$ cat config.mk
export PLATFORM = sky130hd
export DESIGN_NAME = rgu_seq_ctrl
export DESIGN_NICKNAME = d
export VERILOG_FILES = /design/src/rtl/rgu_seq_ctrl.sv
export SDC_FILE = /design/constraint.sdc
export NUM_CORES = 1
export LEC_CHECK = 0
export CORE_MARGIN = 8
export CORE_UTILIZATION = 50
export DETAILED_ROUTE_END_ITERATION = 16
export GPL_TIMING_DRIVEN = 0
export PLACE_DENSITY = 0.7
export SYNTH_ARGS = -nofsm -noshare
export SYNTH_HDL_FRONTEND = slang
export SYNTH_SLANG_ARGS = --single-unit
export TNS_END_PERCENT = 1
$ cat constraint.sdc
create_clock -name clk -period 1.93 [get_ports clk]
set_input_delay 0.2895 -clock clk [delete_from_list [all_inputs] [get_ports clk]]
set_output_delay 0.2895 -clock clk [all_outputs]
set_load 0.02 [all_outputs]
$ cat src/rtl/rgu_seq_ctrl.sv
// rtl/rgu_seq_ctrl.sv - staged domain reset sequencer with watchdog/soft reset handling.
// Optional RGU_DFT_BYPASS_EN adds a scan-mode override of rst_ch_n.
module rgu_seq_ctrl #(
  parameter int NUM_CH    = 8,
  parameter int NUM_WDT   = 4,
  parameter int STAGE_DLY = 16,
  parameter int WDT_HOLD  = 64,
  parameter int SW_PULSE  = 8
) (
  input  logic               clk,
  input  logic               sys_reset,
  input  logic               sys_pwrgd,
  input  logic [NUM_WDT-1:0] wdt_rst_n,
  input  logic [NUM_CH-1:0]  sw_rst_req,
`ifdef RGU_DFT_BYPASS_EN
  input  logic               dft_scan_mode,
  input  logic               dft_test_rstn,
`endif
  output logic [NUM_CH-1:0]  rst_ch_n,
  output logic               rst_done,
  output logic [1:0]         rst_cause,
  output logic [NUM_WDT-1:0] wdt_src
);

  localparam int MAX_A = (STAGE_DLY > WDT_HOLD) ? STAGE_DLY : WDT_HOLD;
  localparam int MAX_C = (MAX_A > SW_PULSE) ? MAX_A : SW_PULSE;
  localparam int CW    = $clog2(MAX_C) + 1;
  localparam int IW    = $clog2(NUM_CH) + 1;

  localparam logic [CW-1:0] STG_LAST = CW'(STAGE_DLY - 1);
  localparam logic [CW-1:0] WDT_LAST = CW'(WDT_HOLD - 1);
  localparam logic [CW-1:0] SW_LEN   = CW'(SW_PULSE);
  localparam logic [IW-1:0] CH_LAST  = IW'(NUM_CH - 1);

  typedef enum logic [1:0] {HOLD, RELEASE, RUN, WDT} state_t;

  state_t               state_q, state_d;
  logic [CW-1:0]        cnt_q, cnt_d;
  logic [IW-1:0]        idx_q, idx_d;
  logic [NUM_CH-1:0]    ch_q, ch_d;
  logic                 done_q, done_d;
  logic [1:0]           cause_q, cause_d;
  logic [NUM_WDT-1:0]   src_q, src_d;
  logic [CW-1:0]        sw_cnt_q [NUM_CH];
  logic [CW-1:0]        sw_cnt_d [NUM_CH];
  logic                 wdt_any;

  assign wdt_any = ~&wdt_rst_n;

  always_ff @(posedge clk) begin
    if (sys_reset) begin
      state_q  <= HOLD;
      cnt_q    <= '0;
      idx_q    <= '0;
      ch_q     <= '0;
      done_q   <= 1'b0;
      cause_q  <= 2'b00;
      src_q    <= '0;
      sw_cnt_q <= '{default: '0};
    end else begin
      state_q  <= state_d;
      cnt_q    <= cnt_d;
      idx_q    <= idx_d;
      ch_q     <= ch_d;
      done_q   <= done_d;
      cause_q  <= cause_d;
      src_q    <= src_d;
      sw_cnt_q <= sw_cnt_d;
    end
  end

  always_comb begin
    state_d  = state_q;
    cnt_d    = cnt_q;
    idx_d    = idx_q;
    ch_d     = ch_q;
    done_d   = done_q;
    cause_d  = cause_q;
    src_d    = src_q;
    sw_cnt_d = sw_cnt_q;

    if (state_q == HOLD) begin
      ch_d = '0;
      if (sys_pwrgd) begin
        state_d = RELEASE;
        cnt_d   = '0;
        idx_d   = '0;
      end
    end else if (!sys_pwrgd) begin
      state_d  = HOLD;
      ch_d     = '0;
      done_d   = 1'b0;
      cause_d  = 2'b01;
      sw_cnt_d = '{default: '0};
    end else if (state_q != WDT && wdt_any) begin
      state_d  = WDT;
      ch_d     = '0;
      done_d   = 1'b0;
      cnt_d    = '0;
      src_d    = ~wdt_rst_n;
      cause_d  = 2'b10;
      sw_cnt_d = '{default: '0};
    end else begin
      case (state_q)
        RELEASE: begin
          if (cnt_q == STG_LAST) begin
            cnt_d = '0;
            idx_d = idx_q + IW'(1);
            for (int k = 0; k < NUM_CH; k++) begin
              if (idx_q == IW'(k)) ch_d[k] = 1'b1;
            end
            if (idx_q == CH_LAST) begin
              state_d = RUN;
              done_d  = 1'b1;
            end
          end else begin
            cnt_d = cnt_q + CW'(1);
          end
        end
        RUN: begin
          // A request reloads the full pulse length, so re-requests extend the pulse.
          for (int i = 0; i < NUM_CH; i++) begin
            if (sw_rst_req[i])
              sw_cnt_d[i] = SW_LEN;
            else if (sw_cnt_q[i] != '0)
              sw_cnt_d[i] = sw_cnt_q[i] - CW'(1);
            ch_d[i] = (sw_cnt_d[i] == '0);
          end
        end
        WDT: begin
          ch_d  = '0;
          src_d = src_q | ~wdt_rst_n;
          if (cnt_q != WDT_LAST) begin
            cnt_d = cnt_q + CW'(1);
          end else if (!wdt_any) begin
            state_d = RELEASE;
            cnt_d   = '0;
            idx_d   = '0;
          end
        end
        default: ;
      endcase
    end
  end

`ifdef RGU_DFT_BYPASS_EN
  assign rst_ch_n = dft_scan_mode ? {NUM_CH{dft_test_rstn}} : ch_q;
`else
  assign rst_ch_n = ch_q;
`endif
  assign rst_done  = done_q;
  assign rst_cause = cause_q;
  assign wdt_src   = src_q;

endmodule

Yosys cells after proc, flatten, opt, wreduce, memory -nomap -nowiden
Cells that the tools add are included.
{"block": "totals", "regBits": 84, "input_bits": 15, "wordCells": 209}
{"block": "classes", "addsub": 10, "n_eq_ne": 38, "n_mux": 94, "n_bitwise": 4, "n_reduce_logical": 41}
{"op": "7-bit 2-to-1 mux", "count": 55}
{"op": "56-bit 2-to-1 mux", "count": 3}
{"op": "7-bit logical NOT", "count": 8}
{"op": "7-bit nonzero test", "count": 8}
{"op": "7-bit by 1-bit subtractor with 7-bit output, second input constant", "count": 8}
{"op": "4-bit 2-to-1 mux", "count": 9}
{"op": "3-bit AND reduction", "count": 10}
{"op": "5-bit inequality test, second input constant", "count": 5}
{"op": "2-bit inequality test, second input constant", "count": 12}
{"op": "8-bit one-hot mux with 3 select lines", "count": 1}
{"op": "2-bit 2-to-1 mux", "count": 10}
{"op": "4-bit by 3-bit equality test with 1-bit output, second input constant", "count": 4}
{"op": "7-bit one-hot mux with 2 select lines", "count": 1}
{"op": "1-bit 2-to-1 mux", "count": 12}
{"op": "3-bit by 1-bit inequality test with 1-bit output, second input constant", "count": 4}
{"op": "6-bit AND reduction", "count": 2}
{"op": "3-bit inequality test, second input constant", "count": 3}
{"op": "4-bit by 2-bit equality test with 1-bit output, second input constant", "count": 2}
{"op": "8-bit 2-to-1 mux", "count": 1}
{"op": "4-bit one-hot mux with 2 select lines", "count": 1}
{"op": "4-bit AND reduction", "count": 2}
{"op": "7-bit by 1-bit adder with 7-bit output, second input constant", "count": 1}
{"op": "7-bit by 4-bit equality test with 1-bit output, second input constant", "count": 1}
{"op": "7-bit by 6-bit inequality test with 1-bit output, second input constant", "count": 1}
{"op": "19 further kinds", "count": 23}

Depth between registers and ports, before layout
Gate-level depths: netlist (run 1).
{"block": "depth", "depth_word": 10, "mapped_depth": 9}

Least setup slack after synthesis (run 1)
No wires, ideal clock.
{"block": "synth_timing", "kind": "reg-to-reg", "from": "reg sw_cnt_q[49] (netlist bit)", "to": "reg sw_cnt_q[53] (netlist bit)", "setup_ps": 101, "arrival_ps": 1836, "setup_slack_ps": -7, "path_stages_with_launch": 9, "path_cell_list": "dfxtp_1 > clkbuf_1 > inv_1 > ha_1 > nand3b_1 > nor3b_4 > a21oi_1 > or3b_1 > o41ai_1"}
{"block": "synth_between", "elab_chain_len": 10}
{"item": "start: declaration", "line": "44", "text": "logic [CW-1:0] sw_cnt_q [NUM_CH];"}
{"item": "start signal: assignment", "line": "68", "text": "sw_cnt_q <= sw_cnt_d;"}
{"item": "7-bit by 1-bit subtractor with 7-bit output / 7-bit nonzero test (equally long branches)", "line": "126, 125"}
{"item": "7-bit 2-to-1 mux (*)", "line": "125", "text": "else if (sw_cnt_q[i] != '0)"}
{"item": "7-bit 2-to-1 mux (*)", "line": "123", "text": "if (sw_rst_req[i])"}
{"item": "7-bit 2-to-1 mux (*)", "line": "104", "text": "case (state_q)"}
{"item": "7-bit 2-to-1 mux (*)", "line": "95", "text": "end else if (state_q != WDT && wdt_any) begin"}
{"item": "7-bit 2-to-1 mux (*)", "line": "89", "text": "end else if (!sys_pwrgd) begin"}
{"item": "7-bit 2-to-1 mux (*)", "line": "82", "text": "if (state_q == HOLD) begin"}
{"item": "56-bit 2-to-1 mux (*)", "line": "104"}
{"item": "56-bit 2-to-1 mux (*)", "line": "95"}
{"item": "56-bit 2-to-1 mux (*)", "line": "89"}
Mark *: on every way between the ends. The rest lies on a longest branch, timed or not. The select of a mux whose other input is x is not followed.
A chain may end at the register's enable or synchronous reset.

Worst setup path in the final report (run 1)
{"block": "layout_timing", "from": "reg sw_cnt_q[35] (netlist bit)", "to": "reg ch_q[2], in the netlist rst_ch_n[2]"}
{"block": "layout_between", "elab_chain_len": 9}
{"item": "7-bit by 1-bit subtractor with 7-bit output / 7-bit nonzero test (equally long branches)", "line": "126, 125"}
{"item": "7-bit 2-to-1 mux (*)", "line": "125"}
{"item": "7-bit 2-to-1 mux (*)", "line": "123"}
{"item": "7-bit 2-to-1 mux (*)", "line": "104"}
{"item": "7-bit 2-to-1 mux (*)", "line": "95"}
{"item": "7-bit 2-to-1 mux (*)", "line": "89"}
{"item": "7-bit 2-to-1 mux (*)", "line": "82"}
{"item": "7-bit logical NOT (*)", "line": "127", "text": "ch_d[i] = (sw_cnt_d[i] == '0);"}
{"item": "8-bit one-hot mux with 3 select lines (*)", "line": "104"}
{"item": "end signal: assignment", "line": "64", "text": "ch_q <= ch_d;"}
{"item": "end: declaration", "line": "40", "text": "logic [NUM_CH-1:0] ch_q, ch_d;"}
Marks and branches as above.

==> results of run 1 <==
-- cell usage after synthesis, drive strengths merged (11+ instances only) --
master / number / share of area, %
nor2: 72 / 5.2
o21ai: 49 / 4.7
o31ai: 21 / 3.1
buf: 11 / 1.2
nand3: 24 / 2.6
a31oi: 25 / 3.0
clkbuf: 27 / 2.0
a21oi: 60 / 5.8
dfxtp: 84 / 33
inv: 28 / 2.0
xor2: 12 / 2.0
nor3: 24 / 2.4
a211oi: 14 / 2.0
nand2: 58 / 4.2
ha: 21 / 5.1
nor4: 12 / 2.2
-- routing by layer --
metal | routed length, µm | vias to the layer above
met4 | 414 | 0
met3 | 956 | 35
met1 | 6970 | 2562
met2 | 7344 | 191
li1 | - | 2572
met5 | 0 | -
-- path summary, 6_finish.rpt --
check                endpoint  slack [ns]  depth (start not counted)
setup / recovery  rst_ch_n[2]       -0.04                          6
hold / removal     wdt_src[1]        0.19                          2
setup reg to reg  rst_ch_n[2]       -0.04                          6
hold reg to reg    wdt_src[3]        0.46                          2
-- critical path: stages, from the launching register on --
cell,delay [ns]
dfxtp_2,0.36
or4_4,0.55
nor2_2,0.13
xor2_1,0.09
o31ai_1,0.24
nand3_1,0.13
a2111oi_2,0.36
-- state kept, by name, summed over array words and instances, names as in the netlist --
signal,flops
rst_done,1
wdt_src,4
rst_cause,2
idx_q,4
cnt_q,7
rst_ch_n,8
state_q,2
sw_cnt_q,56
-- kinds of logic (layout without fill, tap and decap cells) --
logic type	Yosys count	after routing	share of synthesized area, %
simple gates	264	264	27.63
compound gates	212	212	25.42
flops	84	84	32.54
buf+inv	66	124	5.182
fa+ha+maj	22	22	5.278
xor+xnor	21	21	3.559
mux	2	2	0.3874
-- placed cells by master, fill, tap and decap left out, types with 5 or more instances in the layout --
master / n
a211oi_1: 12
a21oi_1: 58
a31oi_1: 23
buf_2: 6
buf_4: 18
clkbuf_1: 7
clkbuf_2: 14
clkbuf_8: 11
clkdlybuf4s50_1: 23
dfxtp_1: 68
dfxtp_2: 12
ha_1: 18
inv_1: 28
nand2_1: 56
nand2b_1: 8
nand3_1: 23
nand3b_1: 9
nand4_1: 5
nand4b_1: 8
nor2_1: 69
nor2b_1: 6
nor3_1: 18
nor4_4: 7
o21ai_0: 43
o21ai_1: 6
o31ai_1: 20
xnor2_1: 9
xor2_1: 12
-- metrics by stage --
step	TNS, ns	power [mW]	cells
5_1_grt	-0.9636	3.445	865
3_5_place_dp	-51.14	2.045	835
6_report	-0.05034	3.350	865
4_1_cts	-0.5429	3.355	858
2_1_floorplan	0	1.922	671
3_3_place_gp	-50.38	2.044	835
-- layout make-up --
cell class	instances	area (µm²)
well taps	136	170.2
clock buffers	12	155.1
plain buffers	33	183.9
inverters	28	105.1
flip-flops and latches	84	1712
repair buffers	47	431.7
fillers	934	3915
clock inverters	4	47.55
multi-input cells	521	3465
-- power by group --
| group | total, mW | leakage, nW | switching (mW) | internal (mW) |
|---|---|---|---|---|
| combinational | 0.291 | 1.47 | 0.201 | 0.0895 |
| sequential | 1.74 | 0.687 | 0.00527 | 1.73 |
| clock | 1.32 | 0.102 | 0.654 | 0.666 |
| total | 3.35 | 2.26 | 0.861 | 2.49 |
-- what timing repair did --
action / CTS / global route
gates resized for setup: 57 / 63
hold buffers: 0 / 0
buffers inserted: 10 / 9
setup endpoints to repair: 82 / 78
pin swaps: 12 / 10
==> metrics.cfg, run 1 <==
[route]
ant_nets = 0
viasPerCell = 6.197
dr.first_iter.drc_count = 415
drt-wirelength-per-cell_um = 18.13
routed_wl_um = 15690
drt-pass1-iter-count = 6
via_count = 5360
drc = 0

[sta]
finalSetupViolCount = 4
fin_crit_sh_pct = 101.8
fmax_ghz = 0.5088
relSlewSlack_pct = 50.92
tightestPinTransition_ns = 0.7362
rsz0062_at_grt = true
holdWs_ns = 0.1878
drv_slew = 0
fin_worst_skew_ns = 0.008975
layout_min_cycle_time_ns = 1.966
hold_violations = 0
finalWorstSetupSlack_ns = -0.03557

[setup_path]
crit_fanout = 7
end_kind = flop
cp_data_required_time_ns = 2.19
startpoint = sw_cnt_q[35]
critPathKind = flop to flop
cp-start-kind = flop
reg2reg_from = sw_cnt_q[35]
arrival_ns = 2.22

[cts]
clock_latency_ns = 0.36
h-tree-depth = 3
cts_buffer_depth = 2
cts.sink_count = 84
root_buffer = clkbuf_8
clk_pin_slew_ns = 0.08
cts_tree = yes
cts_made_buffers = 9

[grt]
antenna_found_initial = 0
grt_pass1_vias = 5061
grt.total_usage_pct = 21.94
use_met2_pct = 35.94
grt_util_met3_pct = 4.844
grt_max_degree = 14
overflow = 0
grt.busiest_layer = met2
grt_util_met1_pct = 27.25
grt_pass1_wl_um = 25360

[logic_synthesis]
syn-cell-area_mm2 = 0.005167
synth_area_per_cell_um2 = 7.701
synthArstFlopShare_pct = 0
syn_nets = 707
synth_seq_area_share_pct = 32.54
syn_inst = 671
synth_edf_count = 0
synth-main-ff-cell = dfxtp_1
synth_seq_cells = 84
ys_types = 66
synth_warnings = 0

[floorplan]
pin_count = 30
core_area_mm2 = 0.01018
row_count = 37
fp.dieW_um = 117.7
die_h_um = 117.7
initial_utilization_pct = 50.74
dieArea_mm2 = 0.01384

[outcome]
violations = negative setup slack
status = finished, violations left

[layout]
nets = 760
fin_area_mm2 = 0.006270
diodes = 0
drive_gt1_share_pct = 17.28
area_growth_pct = 21.33
fin_util_pct = 61.56

[pwr]
power_density_mw_per_mm2 = 534.3
p_leak_nw = 2.257
ir_drop_v = 0.0004010

[flow_run]
drv_cap = 0

[min_path]
worstHoldStart = wdt_rst_n[1]
holdCritPathClass = input port to flop

[placed_design]
hpwlAfterDp_um = 10580
gp_congestion = 0.9511
place_ws_ns = -0.9870
placed_area_mm2 = 0.005619
io_buffers = 28

No activity file was read; power rests on OpenSTA's default activity.
==> run 2: changes to the inputs <==
Settings changed: GPL_TIMING_DRIVEN 0 to not set, MAX_ROUTING_LAYER set to met4.
==> run 2 against run 1 <==
The run now ends clean. Clock-buffer cell count is 2 lower. Maximum frequency is 5.0% higher. Final area is 5.1% higher. Register-to-register slack better by 0.09 ns. Final cell count is 4.7% higher. Wire length is 9.0% lower. Worst setup slack better by 0.093 ns. Combinational power is 3% higher. Power is 16% higher. Hold slack better by 0.14 ns. Clock power is 39% higher. Global-route usage is 1.2 points lower. Critical path type unchanged.
==> metrics.cfg, run 2 (synthesis gave the netlist of run 1 again) <==
[route]
drt-pass1-iter-count = 5  ; -1
dr.first_iter.drc_count = 398  ; -4.1%
drt-wirelength-per-cell_um = 15.75  ; -13%
via_count = 5398  ; +0.71%
viasPerCell = 5.958  ; -3.8%
ant_nets = 0  ; unchanged
routed_wl_um = 14270  ; -9.0%
drc = 0  ; unchanged

[layout]
drive_gt1_share_pct = 18.44  ; +1.2 points
layout_common_cells = buf_4 (87), dfxtp_1 (81), nor2_1 (71), a21oi_1 (59), nand2_1 (58)
largest_reg_flops = 56  ; unchanged
area_growth_pct = 27.48
nets = 801  ; +5.4%
diodes = 0  ; unchanged
largest-register = sw_cnt_q
final_common_cell = buf_4
fin_area_mm2 = 0.006588  ; +5.1%

[setup_path]
worstPathCellList = or4_1 > nor2_1 > xor2_1 > o31ai_1 > nand3_1 > a2111oi_4
arrival_ns = 2.16  ; -0.06 ns
timing.rr.end = rst_ch_n[2]
end_kind = flop
crit_fanout = 2  ; -5
cp-start-kind = flop
critPathKind = flop to flop
startpoint = sw_cnt_q[35]
slowest_delay_ns = 0.55  ; about the same
reg2reg_from = sw_cnt_q[35]
r2r_setup_slack_ns = 0.06  ; +0.09 ns
slowest_stage = or4_1
reg2reg_depth = 6  ; unchanged
cp_data_required_time_ns = 2.21  ; +0.02 ns

[cts]
root_buffer = clkbuf_8
clk_pin_slew_ns = 0.09  ; about the same
clock_latency_ns = 0.38  ; +0.02 ns
h-tree-depth = 3  ; unchanged
cts_buffer_depth = 2  ; unchanged
cts_tree = yes
cts.sink_count = 84  ; unchanged
cts_made_buffers = 9  ; unchanged

[pwr]
power_density_mw_per_mm2 = 590.1  ; +10%
ir_drop_v = 0.0004372  ; +9.0%
p_leak_nw = 2.480  ; +9.9%

[min_path]
whs_path_depth = 2  ; unchanged
holdCritPathClass = input port to flop
worstHoldStart = sys_reset
min_to = sw_cnt_q[3]

[grt]
antenna_found_initial = 0  ; unchanged
overflow = 0  ; unchanged
grt.busiest_layer = met2
grt_util_met3_pct = 3.741  ; -1.1 points
grt_max_degree = 31  ; +17
grt.total_usage_pct = 20.70  ; -1.2 points
grt_pass1_vias = 5016  ; -0.89%
grt_pass1_wl_um = 23650  ; -6.7%
grt_util_met1_pct = 26.10  ; -1.2 points
use_met2_pct = 32.19  ; -3.8 points

[placed_design]
io_buffers = 29  ; +3.6%
gp_congestion = 0.9094  ; -4.4%
hpwlAfterDp_um = 10130  ; -4.2%
placed_area_mm2 = 0.006157  ; +9.6%

[floorplan]
dieArea_mm2 = 0.01384  ; unchanged
fp.dieW_um = 117.7  ; unchanged
die_h_um = 117.7  ; unchanged
initial_utilization_pct = 50.74  ; unchanged
core_area_mm2 = 0.01018  ; unchanged
row_count = 37  ; unchanged
pin_count = 30  ; unchanged

[sta]
tightestPinTransition_ns = 0.5277  ; -0.2084 ns
drv_slew = 0  ; unchanged
hold_violations = 0  ; unchanged
fmax_ghz = 0.5340  ; +5.0%
fin_crit_sh_pct = 97.02  ; -4.8 points
fin_worst_skew_ns = 0.008652  ; -0.0003230 ns
finalSetupViolCount = 0  ; -4
layout_min_cycle_time_ns = 1.872  ; -0.09309 ns
relSlewSlack_pct = 64.55  ; +14 points
rsz0062_at_grt = true
holdWs_ns = 0.3299  ; +0.1421 ns

[flow_run]
drv_cap = 0  ; unchanged

[outcome]
status = finished, final reports clean

## run 2: worst max-delay path: cells and delay by family, from the launching register on
kind | cells | cell delay, ns
simple gates | 3 | 0.84
compound gates | 2 | 0.53
flops | 1 | 0.32
xor+xnor | 1 | 0.10
## run 2: final cells by class
| class | instances | area (µm²) |
|---|---|---|
| Inverter | 28 | 105.1 |
| Fill cell | 917 | 3597 |
| Timing Repair Buffer | 121 | 1016 |
| Clock inverter | 6 | 158.9 |
| Sequential cell | 84 | 1685 |
| Tap cell | 136 | 170.2 |
| Clock buffer | 10 | 137.6 |
| Multi-Input combinational cell | 521 | 3314 |
## run 2: routing by layer
layer / part of all wire, % / vias up
met4: 2.3 / 0
met1: 46 / 2547
li1: - / 2665
met5: 0 / -
met3: 4.7 / 30
met2: 47 / 156
## run 2: what timing repair did
| item | 4_1_cts | 5_1_grt |
|---|---|---|
| pin swaps | 1 | 10 |
| buffers inserted | 0 | 3 |
| setup endpoints to repair | 5 | 32 |
| gates resized for setup | 5 | 26 |
| hold buffers | 0 | 0 |
## run 2: worst max-delay path by stage
stage | slack (ns) | endpoint
4_1_cts | -0.03 | rst_ch_n[1]
3_5_place_dp | -0.40 | sw_cnt_q[55]
3_3_place_gp | -0.35 | sw_cnt_q[55]
2_1_floorplan | 0.05 | rst_ch_n[6]
6_report | 0.06 | rst_ch_n[2]
5_1_grt | -0.07 | rst_ch_n[2]
## run 2: metrics by stage
step | setup WS (ns) | std cells | TNS [ns] | total power, mW | utilization (%)
floorplan | 0.04648 | 671 | 0 | 1.922 | -
global placement | -0.3490 | 887 | -11.54 | 2.071 | 60.45
detailed placement | -0.4016 | 887 | -13.79 | 2.075 | 60.45
CTS | -0.02577 | 903 | -0.02577 | 3.896 | 63.57
global route | -0.07255 | 906 | -0.2981 | 4.021 | 64.68
finish | 0.05751 | 906 | 0 | 3.887 | 64.68
## run 2: report_power, final
part / total, mW / leakage [nW] / switching (mW) / internal [mW]
clock: 1.84 / 0.147 / 0.681 / 1.16
sequential: 1.75 / 0.679 / 0.00631 / 1.74
combinational: 0.301 / 1.65 / 0.178 / 0.123
total: 3.89 / 2.48 / 0.865 / 3.02
